===== config.mk =====
export PLATFORM = sky130hd
export DESIGN_NAME = bit_serial_subtractor_ctrl
export DESIGN_NICKNAME = d
export VERILOG_FILES = /design/src/rtl/bit_serial_subtractor_ctrl.sv
export SDC_FILE = /design/constraint.sdc
export NUM_CORES = 1
export LEC_CHECK = 0
export ABC_CLOCK_PERIOD_IN_PS = 1700
export CAP_MARGIN = 20
export CORE_MARGIN = 2
export CORE_UTILIZATION = 30
export DETAILED_ROUTE_END_ITERATION = 12
export PLACE_DENSITY = 0.61
export SETUP_SLACK_MARGIN = 0.15
export SLEW_MARGIN = 20
export SYNTH_ARGS = -nofsm -noshare
export SYNTH_HDL_FRONTEND = slang
export SYNTH_SLANG_ARGS = --single-unit
export TNS_END_PERCENT = 10

===== constraint.sdc =====
create_clock -name clk -period 1.7 [get_ports clk]
set_clock_uncertainty 0.1 [all_clocks]
set_input_delay 0.51 -clock clk [delete_from_list [all_inputs] [get_ports clk]]
set_output_delay 0.51 -clock clk [all_outputs]
set_load 0.03 [all_outputs]

===== src/rtl/bit_serial_subtractor_ctrl.sv =====
// bit_serial_subtractor_ctrl: LSB-first bit-serial a - b - bin over WIDTH bits using one full subtractor
//   clk, rst          : rising-edge clock, synchronous active-high reset
//   start, a, b, bin  : request and operands, captured only when accepted in IDLE
//   busy, done        : busy in RUN/DONE, done is a one-cycle result-valid pulse
//   diff, bout        : registered result and final borrow, held until the next completion
//   zero, ovf         : result flags, present only when SUB_FLAGS_EN is defined
module bit_serial_subtractor_ctrl #(
  parameter int WIDTH = 8
) (
  input  logic             clk,
  input  logic             rst,
  input  logic             start,
  input  logic [WIDTH-1:0] a,
  input  logic [WIDTH-1:0] b,
  input  logic             bin,
  output logic             busy,
  output logic             done,
  output logic [WIDTH-1:0] diff,
  output logic             bout
`ifdef SUB_FLAGS_EN
  ,
  output logic             zero,
  output logic             ovf
`endif
);
  localparam int CW = $clog2(WIDTH + 1);
  typedef enum logic [1:0] {IDLE, RUN, DONE} state_t;
  state_t r_state, w_state_nx;
  logic [WIDTH-1:0] r_a, r_b, r_work, r_diff, w_work_nx;
  logic [CW-1:0] r_cnt;
  logic r_borrow, r_bout, w_d, w_bo, w_last;
  logic [WIDTH:0] w_cat;
  assign w_d = r_a[0] ^ r_b[0] ^ r_borrow;
  assign w_bo = (~r_a[0] & r_b[0]) | (~(r_a[0] ^ r_b[0]) & r_borrow);
  // new diff bit enters at the MSB so the LSB-first result ends up aligned after WIDTH shifts
  assign w_cat = {w_d, r_work};
  assign w_work_nx = w_cat[WIDTH:1];
  assign w_last = r_cnt == CW'(WIDTH - 1);
  always_comb begin
    w_state_nx = r_state == IDLE ? (start ? RUN : IDLE) :
                 r_state == RUN  ? (w_last ? DONE : RUN) : IDLE;
  end
  assign busy = r_state != IDLE;
  assign done = r_state == DONE;
  assign diff = r_diff;
  assign bout = r_bout;
`ifdef SUB_FLAGS_EN
  logic r_a_msb, r_b_msb, r_zero, r_ovf;
  assign zero = r_zero;
  assign ovf = r_ovf;
  always_ff @(posedge clk) begin
    if (rst) begin
      r_a_msb <= 1'b0;
      r_b_msb <= 1'b0;
      r_zero <= 1'b0;
      r_ovf <= 1'b0;
    end else if (r_state == IDLE && start) begin
      r_a_msb <= a[WIDTH-1];
      r_b_msb <= b[WIDTH-1];
    end else if (r_state == RUN && w_last) begin
      r_zero <= w_work_nx == '0;
      r_ovf <= (r_a_msb != r_b_msb) && (w_work_nx[WIDTH-1] != r_a_msb);
    end
  end
`endif
  always_ff @(posedge clk) begin
    if (rst) begin
      r_state <= IDLE;
      r_a <= '0;
      r_b <= '0;
      r_work <= '0;
      r_cnt <= '0;
      r_borrow <= 1'b0;
      r_diff <= '0;
      r_bout <= 1'b0;
    end else begin
      r_state <= w_state_nx;
      if (r_state == IDLE && start) begin
        r_a <= a;
        r_b <= b;
        r_borrow <= bin;
        r_cnt <= '0;
      end else if (r_state == RUN) begin
        r_a <= r_a >> 1;
        r_b <= r_b >> 1;
        r_work <= w_work_nx;
        r_borrow <= w_bo;
        r_cnt <= r_cnt + CW'(1);
        if (w_last) begin
          r_diff <= w_work_nx;
          r_bout <= w_bo;
        end
      end
    end
  end
endmodule

# Word level (Yosys, flattened, before mapping)
# Cells that the tools add are included.
# Widths: inputs -> output; s select.
[op_classes]
add_sub_neg = 1
n_eq_ne = 3
n_mux = 10
bitwise_logic = 8
reduce_logical = 7
[op_table]
columns = ["op", "n"]
rows = [
  ["$mux 8", 4],
  ["$mux 2", 3],
  ["$add 4x1->4 const B", 1],
  ["$eq 4x3->1 const B", 1],
  ["$reduce_bool 2->1", 2],
  ["$mux 1", 3],
  ["$not 1->1", 3],
  ["$reduce_and 3->1", 1],
  ["$and 1x1->1", 2],
  ["$eq 2x1->1 const B", 1],
  ["$eq 2x2->1 const B", 1],
  ["$logic_not 2->1", 1],
  ["$reduce_and 2->1", 1],
  ["$reduce_or 2->1", 1],
  ["$xor 1x1->1", 2],
  ["$logic_and 1x1->1", 1],
  ["$or 1x1->1", 1],
]
[word_totals]
regBits = 40
input_bits = 20
out_inout_bits = 11
elab_cells = 37

# Depth between registers and ports, before layout
# Gate-level depths: netlist of the first run.
[depth]
word_depth = 6
ltp_mapped = 6
depth_no_buf = 5

# Worst setup path after synthesis of the first run
# Ideal clock, no wire load.
[synth_path]
path_kind = "register to output"
start = "reg r_state[1]"
end = "out done"
t_arrival_ns = 0.964
setup_slack_ns = 0.126
path_stages_with_launch = 3
n_path_buf = 0
path_cell_list = "dfxtp_1 > inv_1 > nor2_1"
[synth_between]
elab_chain_cells = 1
[synth_rtl]
columns = ["item", "line", "source"]
rows = [
  ["from (decl)", "28", "state_t r_state, w_state_nx;"],
  ["from (signal assigned)", "77", "r_state <= w_state_nx;"],
  ["$eq 2x2->1", "44", "assign done = r_state == DONE;"],
  ["to (decl)", "17", "output logic done,"],
]
# No other way between the ends.

# Worst setup path after layout of the first run
[layout_path]
start = "reg r_diff[2], in the netlist diff[2]"
end = "out diff[2]"
[layout_rtl]
columns = ["item", "line", "source"]
rows = [
  ["from (decl)", "29", "logic [WIDTH-1:0] r_a, r_b, r_work, r_diff, w_work_nx;"],
  ["from (signal assigned)", "90", "r_diff <= w_work_nx;"],
  ["to (decl)", "18", "output logic [WIDTH-1:0] diff,"],
]
# No word-level cell between the ends.

==> results of run 1 <==
## how the worst max path moves through the flow
| stage | slack (ns) | from | end | depth (start not counted) |
|---|---|---|---|---|
| 5_1_grt | 0.06 | diff[2]$_SDFFE_PP0P_ | diff[2] | 1 |
| 3_5_place_dp | -0.29 | start | r_b[6]$_SDFFE_PP0P_ | 5 |
| 2_1_floorplan | 0.24 | start | r_a[5]$_SDFFE_PP0P_ | 5 |
| 4_1_cts | 0.06 | diff[2]$_SDFFE_PP0P_ | diff[2] | 1 |
| 6_report | 0.10 | diff[2]$_SDFFE_PP0P_ | diff[2] | 1 |
| 3_3_place_gp | -0.24 | start | r_b[6]$_SDFFE_PP0P_ | 5 |
## repair_timing
action,CTS,global route
gates resized for setup,18,14
setup buffers,0,1
pin swaps,0,1
endpoints found under the setup margin,25,21
endpoints found under the hold margin,0,0
## flip-flops by register name, summed over array words and instances, names as in the netlist
signal and count:
r_a 8, bout 1, r_state 2, r_cnt 4, r_borrow 1, r_b 8, r_work 7, diff 8
## power breakdown
| group | switching [mW] | leakage, nW | total (mW) | internal [mW] |
|---|---|---|---|---|
| Clock | 0.317 | 0.0515 | 0.688 | 0.370 |
| Sequential | 0.0294 | 0.320 | 0.986 | 0.957 |
| Combinational | 0.137 | 0.400 | 0.269 | 0.132 |
## metal layers
layer,vias up,global-route usage [%]
li1,740,-
met1,701,16.0
met2,26,20.5
met3,7,3.72
met4,0,5.54
met5,-,0
## cell type report
cell class | count | area (sq um)
Clock buffer | 8 | 100
Sequential cell | 39 | 786
Fill cell | 532 | 3010
Inverter | 4 | 17.5
Timing Repair Buffer | 42 | 413
Tap cell | 70 | 87.6
Multi-Input combinational cell | 136 | 762
## cell usage after synthesis, types with 2 or more instances
master,n
a211oi_1,15
nand3_1,11
nand2b_1,2
nor2_1,17
clkbuf_1,5
dfxtp_1,39
nor3_1,4
a21oi_1,29
buf_2,7
inv_1,4
o22ai_1,3
nand3b_1,2
o21ai_0,10
buf_6,3
nand2_1,30
## through the flow
| step | util (%) | worst slack [ns] | hold slack (ns) |
|---|---|---|---|
| 2_1_floorplan | - | 0.245 | 0.337 |
| 3_3_place_gp | 39.4 | -0.245 | 0.344 |
| 3_5_place_dp | 39.4 | -0.286 | 0.350 |
| 4_1_cts | 41.4 | 0.0556 | 0.361 |
| 5_1_grt | 41.9 | 0.0585 | 0.382 |
| 6_report | 41.9 | 0.103 | 0.359 |
## kinds of logic after synthesis
kind of cell / after synthesis / synth area share [%]
XOR/XNOR: 2 / 1.07
adder cells (fa/ha/maj): 2 / 1.99
AO/OA/AOI/OAI: 60 / 22.1
buffers and inverters: 19 / 6.29
flip-flops: 39 / 47.9
AND/OR/NAND/NOR: 71 / 20.1
multiplexers: 1 / 0.614
==> results.sh, run 1 <==
export IMPL_start_util_pct=31.5
export IMPL_core_rowCount=26
export IMPL_gp_congestion=0.746
export IMPL_syn_area_per_cell_sq_um=8.41
export IMPL_cts_buffer_depth=2
export IMPL_p_leak_nw=0.771
export IMPL_cpPeakStageDelay_ns=0.36
export IMPL_grt_pass1_vias=1339
export IMPL_ctsHtreeMaxLevel=2
export IMPL_worst_pin_slew_ns=0.379
export IMPL_vias=1474
export IMPL_setup_viol=0
export IMPL_grt_pass1_wl_um=6200
export IMPL_design_area_sq_um=2170
export IMPL_via_per_inst=4.93
export IMPL_first_pass_iters=4
export IMPL_coreArea_sq_um=5170
export IMPL_pwr_density_cell_nw_per_um2=897
export IMPL_worstPathCellList="clkdlybuf4s15_1"
export IMPL_critPathLaunchType="flip-flop"
export IMPL_dp_cells=290
export IMPL_worst_hold_path_num_cells=2
export IMPL_tritoncts="yes"
export IMPL_syn_to_final_growth_pct=32.7
export IMPL_synth_cell_types=28
export IMPL_path_max_fanout=2
export IMPL_drt_met1_wl_um=1750
export IMPL_clock_sinks=39
export IMPL_grt_start_max_net_pins=40
export IMPL_clock_latency_ns=0.29
export IMPL_ant_nets=0
export IMPL_critical_path_arrival_ns=0.99
export IMPL_cts_hold_buffers=0
export IMPL_antenna_found_initial=0
export IMPL_grtUsageTotal_pct=12.8
export IMPL_finalWirelength_um=3750
export IMPL_post_synth_top_area_fraction_pct=47.9
export IMPL_layout_common_cells="37 x dfxtp_1, 30 x nand2_1, 29 x a21oi_1"
export IMPL_hold_path_class="flip-flop to flip-flop"
export IMPL_grt_overflow=0
export IMPL_yosys_warnings=0
export IMPL_dr_wl_met3_um=141
export IMPL_crit_buf_inv=1
export IMPL_cts_made_buffers=5
export IMPL_required_ns=1.09
export IMPL_relSlewSlack_pct=74.6
export IMPL_antenna_cells=0
export IMPL_synth_ff_type="dfxtp_1"
export IMPL_ios=31
export IMPL_rrSetupSlack_ns=0.26
export IMPL_route_detailed_drc=0
export IMPL_fin_nets=250
export IMPL_die_x_um=77.7
export IMPL_path_delay_family="buffers and inverters"
export IMPL_yosysSeqAreaShare_pct=47.9
export IMPL_min_delay_start="r_b[3]$_SDFFE_PP0P_"
export IMPL_clock_fmax_ghz=0.626
export IMPL_syn_num_nets=216
export IMPL_yosys_top_cells_area="dfxtp_1 48%, a21oi_1 8.9%, a211oi_1 6.9%"
export IMPL_drt_iter0_markers=88
export IMPL_cts_root_buf="clkbuf_8"
export IMPL_dpl_hpwl_um=2510
export IMPL_place_area_sq_um=2040
export IMPL_rsz0062_at_grt="true"
export IMPL_timing_setup_tns_ns=0
export IMPL_r2r_end="r_b[6]$_SDFFE_PP0P_"
export IMPL_die_area_sq_um=6040
export IMPL_synthArstFlopShare_pct=0
export IMPL_peakVddDrop_mv=0.378
export IMPL_die_h_um=77.7
export IMPL_cap_violations=0
export IMPL_period_needed_ns=1.60
export IMPL_fin_cells=299
export IMPL_outcome="finished clean"
export IMPL_crit_type="flip-flop to output pin"
export IMPL_top_layer="met4"
export IMPL_hold_viol_final=0
export IMPL_mostFrequentLayoutCell="dfxtp_1"
export IMPL_r2r_worst_path_cells=4
export IMPL_power_mw=1.94
export IMPL_drive_gt1_share_pct=14.8
export IMPL_min_to="r_b[2]$_SDFFE_PP0P_"
export IMPL_clkTransAtPathRegs_ns=0.07
export IMPL_final_max_slew_violation_count=0
export IMPL_synth_seq_cells=39
export IMPL_slowest_stage="clkdlybuf4s15_1"
export IMPL_yosys_area_top_type="dfxtp_1"
export IMPL_reg2reg_from="r_state[1]$_SDFF_PP0_"
export IMPL_finalCritPeriodShare_pct=94.0
export IMPL_cp_end_kind="output pin"
export IMPL_synthCells=194
export IMPL_dr_wl_met2_um=1790
export IMPL_portBuffers=30
export IMPL_syn_area_sq_um=1630
export IMPL_wl_per_cell_um=12.6
export IMPL_synth_edff_count=0
No activity file was read; power rests on OpenSTA's default activity.
==> inputs of run 2 (changes only) <==
- CORE_MARGIN: 2 -> default
==> run 2 against run 1 <==
Net effect: global-route usage grew 0.88 points; combinational power increased by 2%; sequential power about the same; critical path depth did not move; clock-buffer cell count decreased by 2; clock power grew 16%; die area fell by 5.1%; sequential share of layout area increased by 0.063 points; power rose by 6.0%; critical endpoint is now diff[4]; via count decreased by 2.6%; non-clock buffer count fell by 3; largest cell class unchanged; first-iteration DRC count decreased by 8.0%.
==> results.sh, run 2 (synthesized netlist as in run 1, its figures left out) <==
export IMPL_antenna_cells=0
export IMPL_portBuffers=30
export IMPL_pwr_density_cell_nw_per_um2=952
export IMPL_p_leak_nw=0.783
export IMPL_dpl_hpwl_um=2330
export IMPL_slowest_stage="dlygate4sd2_1"
export IMPL_cts_made_buffers=5
export IMPL_hold_viol_final=0
export IMPL_finalCritPeriodShare_pct=95.0
export IMPL_die_h_um=75.7
export IMPL_crit_buf_inv=1
export IMPL_required_ns=1.09
export IMPL_vias=1435
export IMPL_relSlewSlack_pct=74.7
export IMPL_path_max_fanout=2
export IMPL_die_area_sq_um=5740
export IMPL_syn_to_final_growth_pct=32.5
export IMPL_grtUsageTotal_pct=13.7
export IMPL_crit_type="flip-flop to output pin"
export IMPL_start_util_pct=31.5
export IMPL_clock_latency_ns=0.29
export IMPL_layout_common_cells="37 x dfxtp_1, 30 x nand2_1, 29 x a21oi_1"
export IMPL_ctsHtreeMaxLevel=2
export IMPL_final_max_slew_violation_count=0
export IMPL_fin_cells=296
export IMPL_hold_path_class="flip-flop to flip-flop"
export IMPL_place_area_sq_um=2050
export IMPL_rsz0062_at_grt="true"
export IMPL_peakVddDrop_mv=0.326
export IMPL_dp_cells=288
export IMPL_ios=31
export IMPL_grt_pass1_vias=1265
export IMPL_fin_nets=247
export IMPL_grt_start_max_net_pins=40
export IMPL_fillers=524
export IMPL_cts_hold_buffers=0
export IMPL_setup_viol=0
export IMPL_critical_path_arrival_ns=1.00
export IMPL_mostFrequentLayoutCell="dfxtp_1"
export IMPL_cts_root_buf="clkbuf_8"
export IMPL_path_delay_family="buffers and inverters"
export IMPL_post_route_util_pct=41.8
export IMPL_worst_pin_slew_ns=0.380
export IMPL_clock_sinks=39
export IMPL_drive_gt1_share_pct=13.3
export IMPL_cpPeakStageDelay_ns=0.39
export IMPL_wl_per_cell_um=12.2
export IMPL_drt_iter0_markers=81
export IMPL_first_pass_iters=7
export IMPL_critPathLaunchType="flip-flop"
export IMPL_ant_nets=0
export IMPL_cp_end_kind="output pin"
export IMPL_cts_buffer_depth=2
export IMPL_clkTransAtPathRegs_ns=0.07
export IMPL_tritoncts="yes"
export IMPL_clock_fmax_ghz=0.619
export IMPL_coreArea_sq_um=5170
export IMPL_die_x_um=75.7
export IMPL_outcome="finished clean"
export IMPL_worstPathCellList="dlygate4sd2_1"
export IMPL_cap_violations=0
export IMPL_period_needed_ns=1.61
export IMPL_grt_overflow=0
export IMPL_core_rowCount=26
export IMPL_design_area_sq_um=2160
export IMPL_finalWirelength_um=3620
export IMPL_gp_congestion=0.753
export IMPL_grt_pass1_wl_um=5910
export IMPL_antenna_found_initial=0
export IMPL_route_detailed_drc=0
export IMPL_via_per_inst=4.85
[run 2: cell count changes in the layout (fill, tap and decap cells not counted), moves of 2 or more]
cell	change
dlygate4sd2_1	+2
clkdlybuf4s15_1	-2
buf_4	-4
buf_12	+2
[run 2: layer usage]
layer / share of wire (%) / track usage, % / wire length (um)
met1: 50 / 18.4 / 1820
met2: 43 / 20.7 / 1570
met3: 4.6 / 3.57 / 167
met4: 1.8 / 5.56 / 66
met5: 0 / 0 / 0
[run 2: power by group]
group	total, mW	switching, mW	internal [mW]
logic	0.275	0.138	0.137
registers	0.984	0.0276	0.957
clock network	0.800	0.325	0.475
[run 2: final timing paths]
check             depth (start not counted)                  start  slack (ns)                  end
setup / recovery                          1   diff[4]$_SDFFE_PP0P_        0.09              diff[4]
hold / removal                            2    r_a[3]$_SDFFE_PP0P_        0.36  r_a[2]$_SDFFE_PP0P_
setup reg to reg                          4  r_cnt[0]$_SDFFE_PP0N_        0.19    bout$_SDFFE_PP0P_
hold reg to reg                           2    r_a[3]$_SDFFE_PP0P_        0.36  r_a[2]$_SDFFE_PP0P_
[run 2: per-stage QoR]
stage,hold slack [ns],TNS [ns],total power [mW],setup slack [ns]
after CTS,0.360,0,2.08,0.0465
final,0.357,0,2.06,0.0852
after global routing,0.384,0,2.16,0.0369
after global placement,0.343,-3.63,1.28,-0.279
after detailed placement,0.349,-3.75,1.28,-0.291
after floorplan,0.337,0,1.17,0.245
[run 2: repair_timing]
item | CTS | global route
setup endpoints to repair | 24 | 19
cloned | 0 | 0
gates resized for setup | 19 | 8
buffers inserted | 0 | 0
[run 2: area by class of cell]
class                   count  area [sq um]  area share [%]
clock inverters             2          35.0            1.62
flip-flops and latches     39           786            36.3
well taps                  70          87.6            4.05
multi-input cells         136           753            34.8
repair buffers             39           403            18.6
clock buffers               6          82.6            3.82
inverters                   4          15.0           0.694
